<file path="config.mk">
export PLATFORM = sky130hd
export DESIGN_NAME = deserializador_fifo
export DESIGN_NICKNAME = d
export VERILOG_FILES = /design/src/rtl/deserializador_fifo.sv
export SDC_FILE = /design/constraint.sdc
export NUM_CORES = 1
export LEC_CHECK = 0
export ABC_AREA = 1
export CAP_MARGIN = 10
export CORE_MARGIN = 2
export CORE_UTILIZATION = 30
export CTS_BUF_LIST = sky130_fd_sc_hd__clkbuf_4 sky130_fd_sc_hd__clkbuf_8
export DETAILED_ROUTE_END_ITERATION = 10
export PLACE_DENSITY = 0.48
export SYNTH_ARGS = -nofsm -noshare
export SYNTH_HDL_FRONTEND = slang
export SYNTH_SLANG_ARGS = --single-unit
</file>
<file path="constraint.sdc">
create_clock -name clk_100KHz -period 2 [get_ports clk_100KHz]
set_input_delay 0.4 -clock clk_100KHz [delete_from_list [all_inputs] [get_ports clk_100KHz]]
set_output_delay 0.4 -clock clk_100KHz [all_outputs]
set_load 0.01 [all_outputs]
</file>
<file path="src/rtl/deserializador_fifo.sv">
// -----------------------------------------------------------------------------
// deserializador_fifo
//   Collects serial bits into WIDTH-bit words, queues the words in a small
//   DEPTH-entry FIFO and presents the head word to a consumer. The consumer
//   uses a level acknowledge, and each ack high pulse pops exactly one word.
//
// Ports
//   clk_100KHz   in   sole clock, rising edge
//   reset        in   asynchronous active-high reset
//   data_in      in   serial data bit
//   write_in     in   data_in valid this cycle
//   ack_in       in   consumer acknowledge (level)
//   clear_in     in   synchronous flush, highest priority
//   data_out     out  head word while data_ready=1, else 0
//   data_ready   out  data_out holds a valid word
//   status_out   out  FIFO full, serial bits are refused
//   count_out    out  FIFO occupancy in words
//   overflow_out out  sticky: a serial bit was refused
// -----------------------------------------------------------------------------
module deserializador_fifo #(
  parameter int WIDTH     = 8,
  parameter int DEPTH     = 4,
  parameter int MSB_FIRST = 1
) (
  input  logic                       clk_100KHz,
  input  logic                       reset,
  input  logic                       data_in,
  input  logic                       write_in,
  input  logic                       ack_in,
  input  logic                       clear_in,
  output logic [WIDTH-1:0]           data_out,
  output logic                       data_ready,
  output logic                       status_out,
  output logic [$clog2(DEPTH+1)-1:0] count_out,
  output logic                       overflow_out
);

  localparam int CW = $clog2(DEPTH + 1);
  localparam int PW = $clog2(DEPTH);
  localparam int BW = $clog2(WIDTH);

  typedef enum logic [1:0] {
    ST_EMPTY = 2'd0,
    ST_VALID = 2'd1,
    ST_HOLD  = 2'd2
  } state_t;

  logic [WIDTH-1:0] r_mem [DEPTH];
  logic [PW-1:0]    r_wr_ptr;
  logic [PW-1:0]    r_rd_ptr;
  logic [CW-1:0]    r_count;
  logic [BW-1:0]    r_bit_cnt;
  logic [WIDTH-1:0] r_shift;
  logic             r_full;
  logic             r_overflow;
  logic [WIDTH-1:0] r_data;
  logic             r_ready;
  state_t           r_state;

  state_t           w_state_next;
  logic [WIDTH-1:0] w_shift_next;
  logic [CW-1:0]    w_count_next;
  logic             w_accept;
  logic             w_push;
  logic             w_pop;
  logic             w_load;

  // Bits are refused while full; the registered full flag is the gate.
  assign w_accept = write_in & ~r_full;
  // The word is complete on the edge that accepts its last bit.
  assign w_push   = w_accept & (r_bit_cnt == BW'(WIDTH - 1));

  always_comb begin
    w_shift_next = r_shift;
    if (MSB_FIRST != 0) begin
      w_shift_next = {r_shift[WIDTH-2:0], data_in};
    end else begin
      w_shift_next = {data_in, r_shift[WIDTH-1:1]};
    end
  end

  always_comb begin
    w_count_next = r_count;
    case ({w_push, w_pop})
      2'b10:   w_count_next = r_count + CW'(1);
      2'b01:   w_count_next = r_count - CW'(1);
      default: w_count_next = r_count;
    endcase
  end

  // Output handshake FSM: next state and the pop/load strobes.
  always_comb begin
    w_state_next = r_state;
    w_pop        = 1'b0;
    w_load       = 1'b0;
    case (r_state)
      ST_EMPTY: begin
        if (r_count != '0) begin
          w_state_next = ST_VALID;
          w_load       = 1'b1;
        end
      end
      ST_VALID: begin
        if (ack_in) begin
          w_state_next = ST_HOLD;
          w_pop        = 1'b1;
        end
      end
      ST_HOLD: begin
        // Waiting for ack to drop guarantees one pop per ack pulse.
        if (!ack_in) begin
          if (r_count != '0) begin
            w_state_next = ST_VALID;
            w_load       = 1'b1;
          end else begin
            w_state_next = ST_EMPTY;
          end
        end
      end
      default: w_state_next = ST_EMPTY;
    endcase
  end

  always_ff @(posedge clk_100KHz or posedge reset) begin
    if (reset) begin
      r_state <= ST_EMPTY;
    end else if (clear_in) begin
      r_state <= ST_EMPTY;
    end else begin
      r_state <= w_state_next;
    end
  end

  // Word storage: no reset so the array maps onto RAM; stale contents are
  // never visible because pointers and count are cleared instead.
  always_ff @(posedge clk_100KHz) begin
    if (w_push && !clear_in) begin
      r_mem[r_wr_ptr] <= w_shift_next;
    end
  end

  always_ff @(posedge clk_100KHz or posedge reset) begin
    if (reset) begin
      r_wr_ptr   <= '0;
      r_rd_ptr   <= '0;
      r_count    <= '0;
      r_bit_cnt  <= '0;
      r_shift    <= '0;
      r_full     <= 1'b0;
      r_overflow <= 1'b0;
      r_data     <= '0;
      r_ready    <= 1'b0;
    end else if (clear_in) begin
      r_wr_ptr   <= '0;
      r_rd_ptr   <= '0;
      r_count    <= '0;
      r_bit_cnt  <= '0;
      r_shift    <= '0;
      r_full     <= 1'b0;
      r_overflow <= 1'b0;
      r_data     <= '0;
      r_ready    <= 1'b0;
    end else begin
      if (w_accept) begin
        r_shift   <= w_shift_next;
        r_bit_cnt <= w_push ? '0 : r_bit_cnt + BW'(1);
      end
      if (write_in && r_full) begin
        r_overflow <= 1'b1;
      end
      if (w_push) begin
        r_wr_ptr <= r_wr_ptr + PW'(1);
      end
      if (w_pop) begin
        r_rd_ptr <= r_rd_ptr + PW'(1);
      end
      r_count <= w_count_next;
      r_full  <= (w_count_next == CW'(DEPTH));
      // Registered read of the head word.
      if (w_load) begin
        r_data  <= r_mem[r_rd_ptr];
        r_ready <= 1'b1;
      end else if (w_pop) begin
        r_data  <= '0;
        r_ready <= 1'b0;
      end
    end
  end

  assign data_out     = r_data;
  assign data_ready   = r_ready;
  assign status_out   = r_full;
  assign count_out    = r_count;
  assign overflow_out = r_overflow;

endmodule

</file>
==> results.yml, run 1 <==
clock_network:
  clk_pin_slew_ns: 0.07
  insertion_delay_ns: 0.33
  cts_root_buf: "clkbuf_8"
  cts_made_buffers: 9
  tritoncts: "done"
  clock_path_buffers: 2
  cts.sinks: 62
  cts.htree.levels: 3
global_route:
  first_global_vias: 1872
  antenna_found_initial: 0
  grt_max_degree: 31
  grtUsageTotal_pct: 11.7
  grt-ovfl-total: 0
  grt_pass1_wl_mm: 9.01
setup_path:
  cp_slowest_cell: "clkdlybuf4s50_1"
  slowest_delay_ns: 0.52
  timing.rr.end: "status_out"
  regToRegSetupSlack_ns: 0.12
  rr_worst_depth: 9
  worstPathArrival_ns: 2.15
  critPathTopFamily: "adder cells"
  worstSetupStartpointType: "input port"
  r2r-start: "r_bit_cnt[1]"
  path_class: "input port to flip-flop"
  cp_num_buf_inv: 2
  crit_chain: "clkdlybuf4s50_1 > nand2_4 > inv_2 > nand2_2 > ha_4 > fa_1 > or2_4 > o21ai_2 > nand2_1 > nor2_1"
  cp_data_required_time_ns: 2.26
  end_kind: "flip-flop"
  crit_fanout: 3
  worst-path-stages: 10
sta:
  hold_viol: 0
  max_slew.worst_pin.slew_ns: 0.532
  fin_crit_sh_pct: 94.5
  fin_tns_setup_ns: 0
  fmax_mhz: 529
  rsz0062_at_grt: "false"
  period_minus_slack_ns: 1.89
  skew_ns: 0.0124
  slew_headroom_pct: 64.6
  setup_viol: 0
  slew_viol_final: 0
power:
  p_per_area_nw_per_um2: 808
  irDropWorstVdd_mv: 0.327
  totalPowerFinal_w: 0.00272
  p_leak_nw: 1.50
synth:
  yosys.area_share.adder_pct: 3.96
  synth.most_common_cell: "nand2_1"
  synth-compound-area-share_pct: 6.72
  synth_top_cell_by_area: "edfxtp_1"
  synth_top_family_by_area: "simple AND/OR/NAND/NOR gates"
  synth_cell_type_count: 27
  syn_avg_cell_area_sq_um: 10.4
  synth-seq-area-share_pct: 63.0
  syn_nets: 276
  synth-edff-count: 32
  yosys.area_share.simple_pct: 18.4
  synth_common_cells: "68 x nand2_1, 32 x edfxtp_1, 30 x dfrtp_1"
  synth_ff_type: "edfxtp_1"
  ys_async_sr_fraction_pct: 48.4
  muxShareOfSynthArea_pct: 0
  syn_inst: 262
  synth_top_area_share_pct: 35.3
  ys_warn_count: 0
  synthTopCellsByArea: "edfxtp_1 35%, dfrtp_1 28%, nand2_1 9.4%, inv_1 3.6%, nand3_1 3.5%"
  yosys_register_bits: 62
  syn_area_sq_um: 2720
  synthXorXnorAreaFrac_pct: 0.322
final_layout:
  antennaDiodeCount: 0
  multi_input_area_sq_um: 832
  final_util_pct: 38.4
  drive_above_1_share_pct: 16.2
  final_area_sq_um: 3370
  seq_area_sq_um: 1710
  finalNetCount: 317
  filler_cell_count: 876
  syn2layout_area_growth_pct: 23.8
detailed_routing:
  vias_per_cell: 4.34
  drt-total-wl_mm: 5.13
  vias: 1805
  ant_nets: 0
  drtIter0Drc: 64
  dr.pass1.iters: 4
  wire_per_inst_um: 12.3
  drc: 0
status:
  outcome: "completed"
placed_design:
  gp_congestion: 0.769
  port_buffers: 19
  dp_hpwl_mm: 3.56
  post_dp_cell_area_sq_um: 3120
floorplan:
  chipHeight_um: 99.2
  design.core.area_sq_um: 8760
  io_pins: 20
  die_w_um: 99.2
  start_util_pct: 31.0
  rows: 34
  dieArea_sq_um: 9840
min_path:
  hold_path_class: "input port to asynchronous set/reset pin"
job:
  maxCapViolations: 0
[layout by cell type (no fill, tap or decap), types with 3 or more instances in the layout]
cell	synthesis	routed
a21oi_1	6	6
buf_4	1	17
bufinv_16	0	3
clkbuf_8	0	9
clkdlybuf4s50_1	0	19
clkinv_1	0	3
dfrtp_1	30	30
edfxtp_1	32	32
ha_1	7	4
inv_1	26	26
inv_2	6	6
nand2_1	68	68
nand3_1	19	19
nor2_1	24	24
o21ai_0	14	13
o21ai_1	7	7
o21ai_2	2	3
[through the flow]
step           instances  setup slack, ns  hold WS, ns
6_report             416            0.110        0.454
5_1_grt              416          0.00186        0.478
4_1_cts              416           0.0174        0.456
3_5_place_dp         400           -0.318        0.459
3_3_place_gp         400           -0.296        0.454
2_1_floorplan        262           0.0148        0.464
[tightest hold or removal path, stage by stage]
cell,delay [ns]
clkdlybuf4s50_1,0.39
inv_1,0.05
buf_4,0.36
[registers in the layout, summed over array words and instances, names as in the netlist]
name,flops
r_mem,32
data_out,8
r_shift,7
count_out,3
r_bit_cnt,3
r_rd_ptr,2
r_state,2
r_wr_ptr,2
data_ready,1
overflow_out,1
status_out,1
[worst max-delay path by stage]
| stage | endpoint | startpoint |
|---|---|---|
| finish | status_out | write_in |
| global route | status_out | r_bit_cnt[0] |
| CTS | status_out | r_bit_cnt[0] |
| detailed placement | status_out | write_in |
| global placement | status_out | write_in |
| floorplan | status_out | r_bit_cnt[0] |
[power breakdown]
part / internal, W / total [W] / switching [W] / leakage (nW)
clock network: 0.000830 / 0.00129 / 0.000460 / 0.116
registers: 0.00134 / 0.00135 / 0.00000729 / 0.712
logic: 0.0000298 / 0.0000785 / 0.0000487 / 0.670
[metal layers]
metal  GRT usage (%)  vias up  part of all wire (%)
met5               0        -                     0
met4            6.64        0                   1.5
met1            15.4      843                    48
met2            18.2       24                    47
li1                -      932                     -
met3            2.32        6                   2.7
[cells by family after synthesis]
group | count (synthesis)
xor gates and xnor gates | 1
AOI/OAI and AO/OA | 33
buffers and inverters | 40
adders and majority gates | 8
DFF | 62
and+or+nand+nor | 118
[timing repair]
item,4_1_cts,5_1_grt
gates resized for setup,3,1
hold buffers,0,0
buffers inserted,0,0
pin swaps,0,2
endpoints found under the hold margin,0,0
endpoints found under the setup margin,1,1
[cell type report]
class,count,share of cell area [%]
Inverter,34,4.09
Sequential cell,62,50.8
Multi-Input combinational cell,160,24.7
Clock buffer,10,3.90
Clock inverter,6,3.01
Tap cell,108,4.01
Timing Repair Buffer,36,9.44
No activity file was read; power rests on OpenSTA's default activity.
==> inputs of run 2 (changes only) <==
--- a/config.mk
+++ b/config.mk
@@ -11,6 +11,8 @@
 export CORE_UTILIZATION = 30
 export CTS_BUF_LIST = sky130_fd_sc_hd__clkbuf_4 sky130_fd_sc_hd__clkbuf_8
 export DETAILED_ROUTE_END_ITERATION = 10
+export GPL_ROUTABILITY_DRIVEN = 1
+export GPL_TIMING_DRIVEN = 0
 export PLACE_DENSITY = 0.48
 export SYNTH_ARGS = -nofsm -noshare
 export SYNTH_HDL_FRONTEND = slang
==> run 2 against run 1 <==
Compared with the run above: sequential power barely moved; count of clock-buffer cells in the layout did not move; largest power group unchanged; combinational power rose by 6.4%; cell area fell by 0.52%; fmax fell by 3.6%; highest routed layer unchanged; total power fell by 9.0%; via count fell by 0.89%; clock power fell by 19%; global-route usage rose by 0.20 points; flip-flop and latch count did not move.
==> results.yml, run 2 (synthesis gave the netlist of run 1 again) <==
clock_network:
  cts.htree.levels: 3
  clock_path_buffers: 2
  cts_made_buffers: 9
  hold_buffers: 0
  tritoncts: "done"
  cts_root_buf: "clkbuf_8"
  cts.sinks: 62
  clk_pin_slew_ns: 0.07
  insertion_delay_ns: 0.32
sta:
  rsz0062_at_grt: "true"
  hold_viol: 0
  skew_ns: 0.00854
  slew_headroom_pct: 52.7
  slew_viol_final: 0
  period_minus_slack_ns: 1.96
  setup_viol: 0
  fmax_mhz: 510
  hold_ws_ns: 0.303
  max_slew.worst_pin.slew_ns: 0.706
  fin_crit_sh_pct: 98.0
floorplan:
  dieArea_sq_um: 9840
  start_util_pct: 31.0
  chipHeight_um: 99.2
  design.core.area_sq_um: 8760
  rows: 34
  die_w_um: 99.2
  io_pins: 20
setup_path:
  regToRegSetupSlack_ns: 0.04
  timing.rr.end: "count_out[1]"
  cp_data_required_time_ns: 2.22
  path_class: "flip-flop to flip-flop"
  worstSetupStartpointType: "flip-flop"
  worstPathArrival_ns: 2.18
  crit_fanout: 4
  end_kind: "flip-flop"
  r2r-start: "r_bit_cnt[0]"
  rr_worst_depth: 9
global_route:
  grt_max_degree: 22
  first_global_vias: 1917
  antenna_found_initial: 0
  grt-ovfl-total: 0
  grtUsageTotal_pct: 11.9
  grt_pass1_wl_mm: 9.13
min_path:
  hold_path_class: "input port to flip-flop"
  min_to: "count_out[1]"
  holdPathStages: 2
  min_from: "clear_in"
power:
  irDropWorstVdd_mv: 0.275
  p_per_area_nw_per_um2: 739
  p_leak_nw: 1.48
final_layout:
  finalNetCount: 313
  final_area_sq_um: 3350
  largest_reg_flops: 32
  antennaDiodeCount: 0
  filler_cell_count: 866
  regMostFlops: "r_mem"
  final_common_cell: "nand2_1"
  final_util_pct: 38.2
  syn2layout_area_growth_pct: 23.2
  finalNonFillerCells: 412
  drive_above_1_share_pct: 17.1
  final_cell_mix: "68 x nand2_1, 32 x edfxtp_1, 30 x dfrtp_1"
detailed_routing:
  vias: 1789
  wire_per_inst_um: 12.8
  drt-total-wl_mm: 5.28
  ant_nets: 0
  dr.pass1.iters: 4
  drc: 0
  vias_per_cell: 4.34
  drtIter0Drc: 61
placed_design:
  port_buffers: 18
  post_dp_cell_area_sq_um: 3080
  dp_hpwl_mm: 3.64
  gp_congestion: 0.748
  dp_cells: 389
job:
  maxCapViolations: 0
status:
  outcome: "completed"
## run 2: what timing repair did
action | 4_1_cts | 5_1_grt
gates cloned | 0 | 0
setup endpoints to repair | 28 | 26
resized for setup | 7 | 5
setup buffers | 2 | 5
pin swaps | 3 | 6
## run 2: final cells by class
| type | count | area, sq um | area share (%) |
|---|---|---|---|
| plain buffers | 6 | 71.3 | 2.13 |
| clock buffers | 10 | 131 | 3.92 |
| clock inverters | 6 | 53.8 | 1.61 |
| inverters | 34 | 138 | 4.11 |
| multi-input cells | 160 | 847 | 25.3 |
| flip-flops and latches | 62 | 1710 | 51.1 |
| well taps | 108 | 135 | 4.03 |
| repair buffers | 26 | 262 | 7.81 |
## run 2: worst max-delay path by stage
| stage | start | end | slack [ns] | depth (start not counted) |
|---|---|---|---|---|
| floorplan | r_bit_cnt[0] | status_out | 0.01 | 9 |
| global placement | ack_in | status_out | -0.51 | 9 |
| detailed placement | ack_in | status_out | -0.50 | 9 |
| CTS | r_bit_cnt[0] | status_out | -0.02 | 9 |
| global route | r_bit_cnt[0] | status_out | -0.05 | 9 |
| finish | r_bit_cnt[0] | count_out[1] | 0.04 | 9 |
## run 2: through the flow
| step | setup TNS, ns | setup WS (ns) | total power, W |
|---|---|---|---|
| 2_1_floorplan | 0 | 0.0148 | 0.00142 |
| 3_3_place_gp | -13.17 | -0.507 | 0.00145 |
| 3_5_place_dp | -13.89 | -0.498 | 0.00146 |
| 4_1_cts | -0.0163 | -0.0163 | 0.00251 |
| 5_1_grt | -0.0763 | -0.0515 | 0.00258 |
| 6_report | 0 | 0.0397 | 0.00248 |
## run 2: layer usage
layer / vias up / global-route usage [%] / routed length, um
met1: 832 / 15.8 / 2620
met3: 9 / 2.53 / 167
li1: 922 / - / -
met4: 0 / 6.01 / 92
met2: 26 / 18.6 / 2390
met5: - / 0 / 0
## run 2: power breakdown
part / internal [W] / switching (W) / total (W) / leakage, nW
clock network: 0.000575 / 0.000466 / 0.00104 / 0.0922
logic: 0.0000326 / 0.0000509 / 0.0000835 / 0.681
registers: 0.00134 / 0.00000726 / 0.00135 / 0.712
total: 0.00195 / 0.000524 / 0.00248 / 1.48
## run 2: worst max-delay path, cell delays in order, from the launching register on
cell	delay (ns)
dfrtp_1	0.37
ha_2	0.19
ha_4	0.14
nand2_4	0.07
ha_4	0.17
fa_1	0.47
or2_4	0.24
o21ai_2	0.06
buf_4	0.12
nor2_1	0.03
==> inputs of run 3 (changes only) <==
--- a/config.mk
+++ b/config.mk
@@ -10,10 +10,13 @@
 export CORE_MARGIN = 2
 export CORE_UTILIZATION = 30
 export CTS_BUF_LIST = sky130_fd_sc_hd__clkbuf_4 sky130_fd_sc_hd__clkbuf_8
+export CTS_CLUSTER_SIZE = 40
 export DETAILED_ROUTE_END_ITERATION = 10
 export GPL_ROUTABILITY_DRIVEN = 1
 export GPL_TIMING_DRIVEN = 0
 export PLACE_DENSITY = 0.48
+export SKIP_LAST_GASP = 1
 export SYNTH_ARGS = -nofsm -noshare
 export SYNTH_HDL_FRONTEND = slang
 export SYNTH_SLANG_ARGS = --single-unit
+export TNS_END_PERCENT = 50
==> run 3 against run 2 <==
Compared with the run above: register-to-register slack barely moved; largest power group unchanged; clock skew did not move; wire length unchanged; utilization unchanged; global-route usage did not move; flip-flop and latch count did not move; hold slack unchanged.
==> results.yml, run 3 (synthesis gave the netlist of run 1 again) <==
placed_design:
  port_buffers: 18
  dp_worst_setup_slack_ns: -0.498
  dp_cells: 389
  gp_congestion: 0.748
  dp_hpwl_mm: 3.64
global_route:
  grt_max_degree: 22
  grtUsageTotal_pct: 11.9
  first_global_vias: 1917
  grt_pass1_wl_mm: 9.13
  grt-ovfl-total: 0
  antenna_found_initial: 0
detailed_routing:
  vias: 1789
  ant_nets: 0
  vias_per_cell: 4.34
  dr.pass1.iters: 4
  drt-total-wl_mm: 5.28
  drc: 0
  wire_per_inst_um: 12.8
  drtIter0Drc: 61
sta:
  fin_crit_sh_pct: 98.0
  setup_slack_ns: 0.0397
  slew_viol_final: 0
  rsz0062_at_grt: "true"
  setup_viol: 0
  fin_tns_setup_ns: 0
  skew_ns: 0.00854
  slew_headroom_pct: 52.7
  fmax_mhz: 510
  hold_viol: 0
  period_minus_slack_ns: 1.96
  max_slew.worst_pin.slew_ns: 0.706
clock_network:
  tritoncts: "done"
  hold_buffers: 0
  clock_path_buffers: 2
  cts_made_buffers: 9
  cts_root_buf: "clkbuf_8"
  cts.sinks: 62
  insertion_delay_ns: 0.32
  clk_pin_slew_ns: 0.07
  cts.htree.levels: 3
floorplan:
  start_util_pct: 31.0
  rows: 34
  chipHeight_um: 99.2
  design.core.area_sq_um: 8760
  dieArea_sq_um: 9840
  die_w_um: 99.2
  io_pins: 20
power:
  totalPowerFinal_w: 0.00248
  p_per_area_nw_per_um2: 739
  p_leak_nw: 1.48
  irDropWorstVdd_mv: 0.275
final_layout:
  filler_cell_count: 866
  final_cell_mix: "68 x nand2_1, 32 x edfxtp_1, 30 x dfrtp_1"
  drive_above_1_share_pct: 17.1
  final_util_pct: 38.2
  syn2layout_area_growth_pct: 23.2
  largest_reg_flops: 32
  antennaDiodeCount: 0
  regMostFlops: "r_mem"
  finalNonFillerCells: 412
  final_common_cell: "nand2_1"
  finalNetCount: 313
setup_path:
  crit_fanout: 4
  path_class: "flip-flop to flip-flop"
  worstSetupStartpointType: "flip-flop"
  regToRegSetupSlack_ns: 0.04
  worstPathArrival_ns: 2.18
  end_kind: "flip-flop"
  cp_data_required_time_ns: 2.22
  rr_worst_depth: 9
min_path:
  holdPathStages: 2
  hold_path_class: "input port to flip-flop"
status:
  outcome: "completed"
job:
  maxCapViolations: 0
## run 3: cell counts in the layout (fill, tap and decap cells not counted)
Identical to the previous run, type by type.
## run 3: worst max-delay path: stages, from the launching register on
cell and delay [ns]:
dfrtp_1 0.37, ha_2 0.19, ha_4 0.14, nand2_4 0.07
ha_4 0.17, fa_1 0.47, or2_4 0.24, o21ai_2 0.06
buf_4 0.12, nor2_1 0.03
## run 3: area by class of cell
| class | count | area (sq um) | share of cell area [%] |
|---|---|---|---|
| inverter | 34 | 138 | 4.11 |
| sequential | 62 | 1710 | 51.1 |
| clock buffer | 10 | 131 | 3.92 |
| tap | 108 | 135 | 4.03 |
| clock inverter | 6 | 53.8 | 1.61 |
| buffer | 6 | 71.3 | 2.13 |
| timing repair buffer | 26 | 262 | 7.81 |
| multi-input combinational | 160 | 847 | 25.3 |
## run 3: stage by stage
step / hold WS [ns] / instance area [sq um]
after floorplan: 0.464 / 2740
after global placement: 0.458 / 3050
after detailed placement: 0.470 / 3080
after CTS: 0.294 / 3290
after global routing: 0.298 / 3350
final: 0.303 / 3350
## run 3: routing by layer
| metal | vias to the layer above | GRT usage [%] | part of all wire, % |
|---|---|---|---|
| met4 | 0 | 6.01 | 1.7 |
| met3 | 9 | 2.53 | 3.2 |
| li1 | 922 | - | - |
| met2 | 26 | 18.6 | 45 |
| met1 | 832 | 15.8 | 50 |
| met5 | - | 0 | 0 |
## run 3: final timing paths
check | start | to
min | clear_in | count_out[1]
max in group asynchronous | reset | data_out[3]
max reg2reg | r_bit_cnt[0] | count_out[1]
min in group asynchronous | reset | r_wr_ptr[0]
max | r_bit_cnt[0] | count_out[1]
min reg2reg | data_ready | data_ready
## run 3: where the power goes
part	total (W)	switching (W)	leakage, nW	internal, W
sequential	0.00135	0.00000726	0.712	0.00134
clock	0.00104	0.000466	0.0922	0.000575
combinational	0.0000835	0.0000509	0.681	0.0000326
## run 3: repair_timing
item | CTS | global route
gates cloned | 0 | 0
gates resized for setup | 7 | 5
buffers inserted | 2 | 5
endpoints found under the hold margin | 0 | 0
pin swaps | 3 | 6
endpoints found under the setup margin | 28 | 26
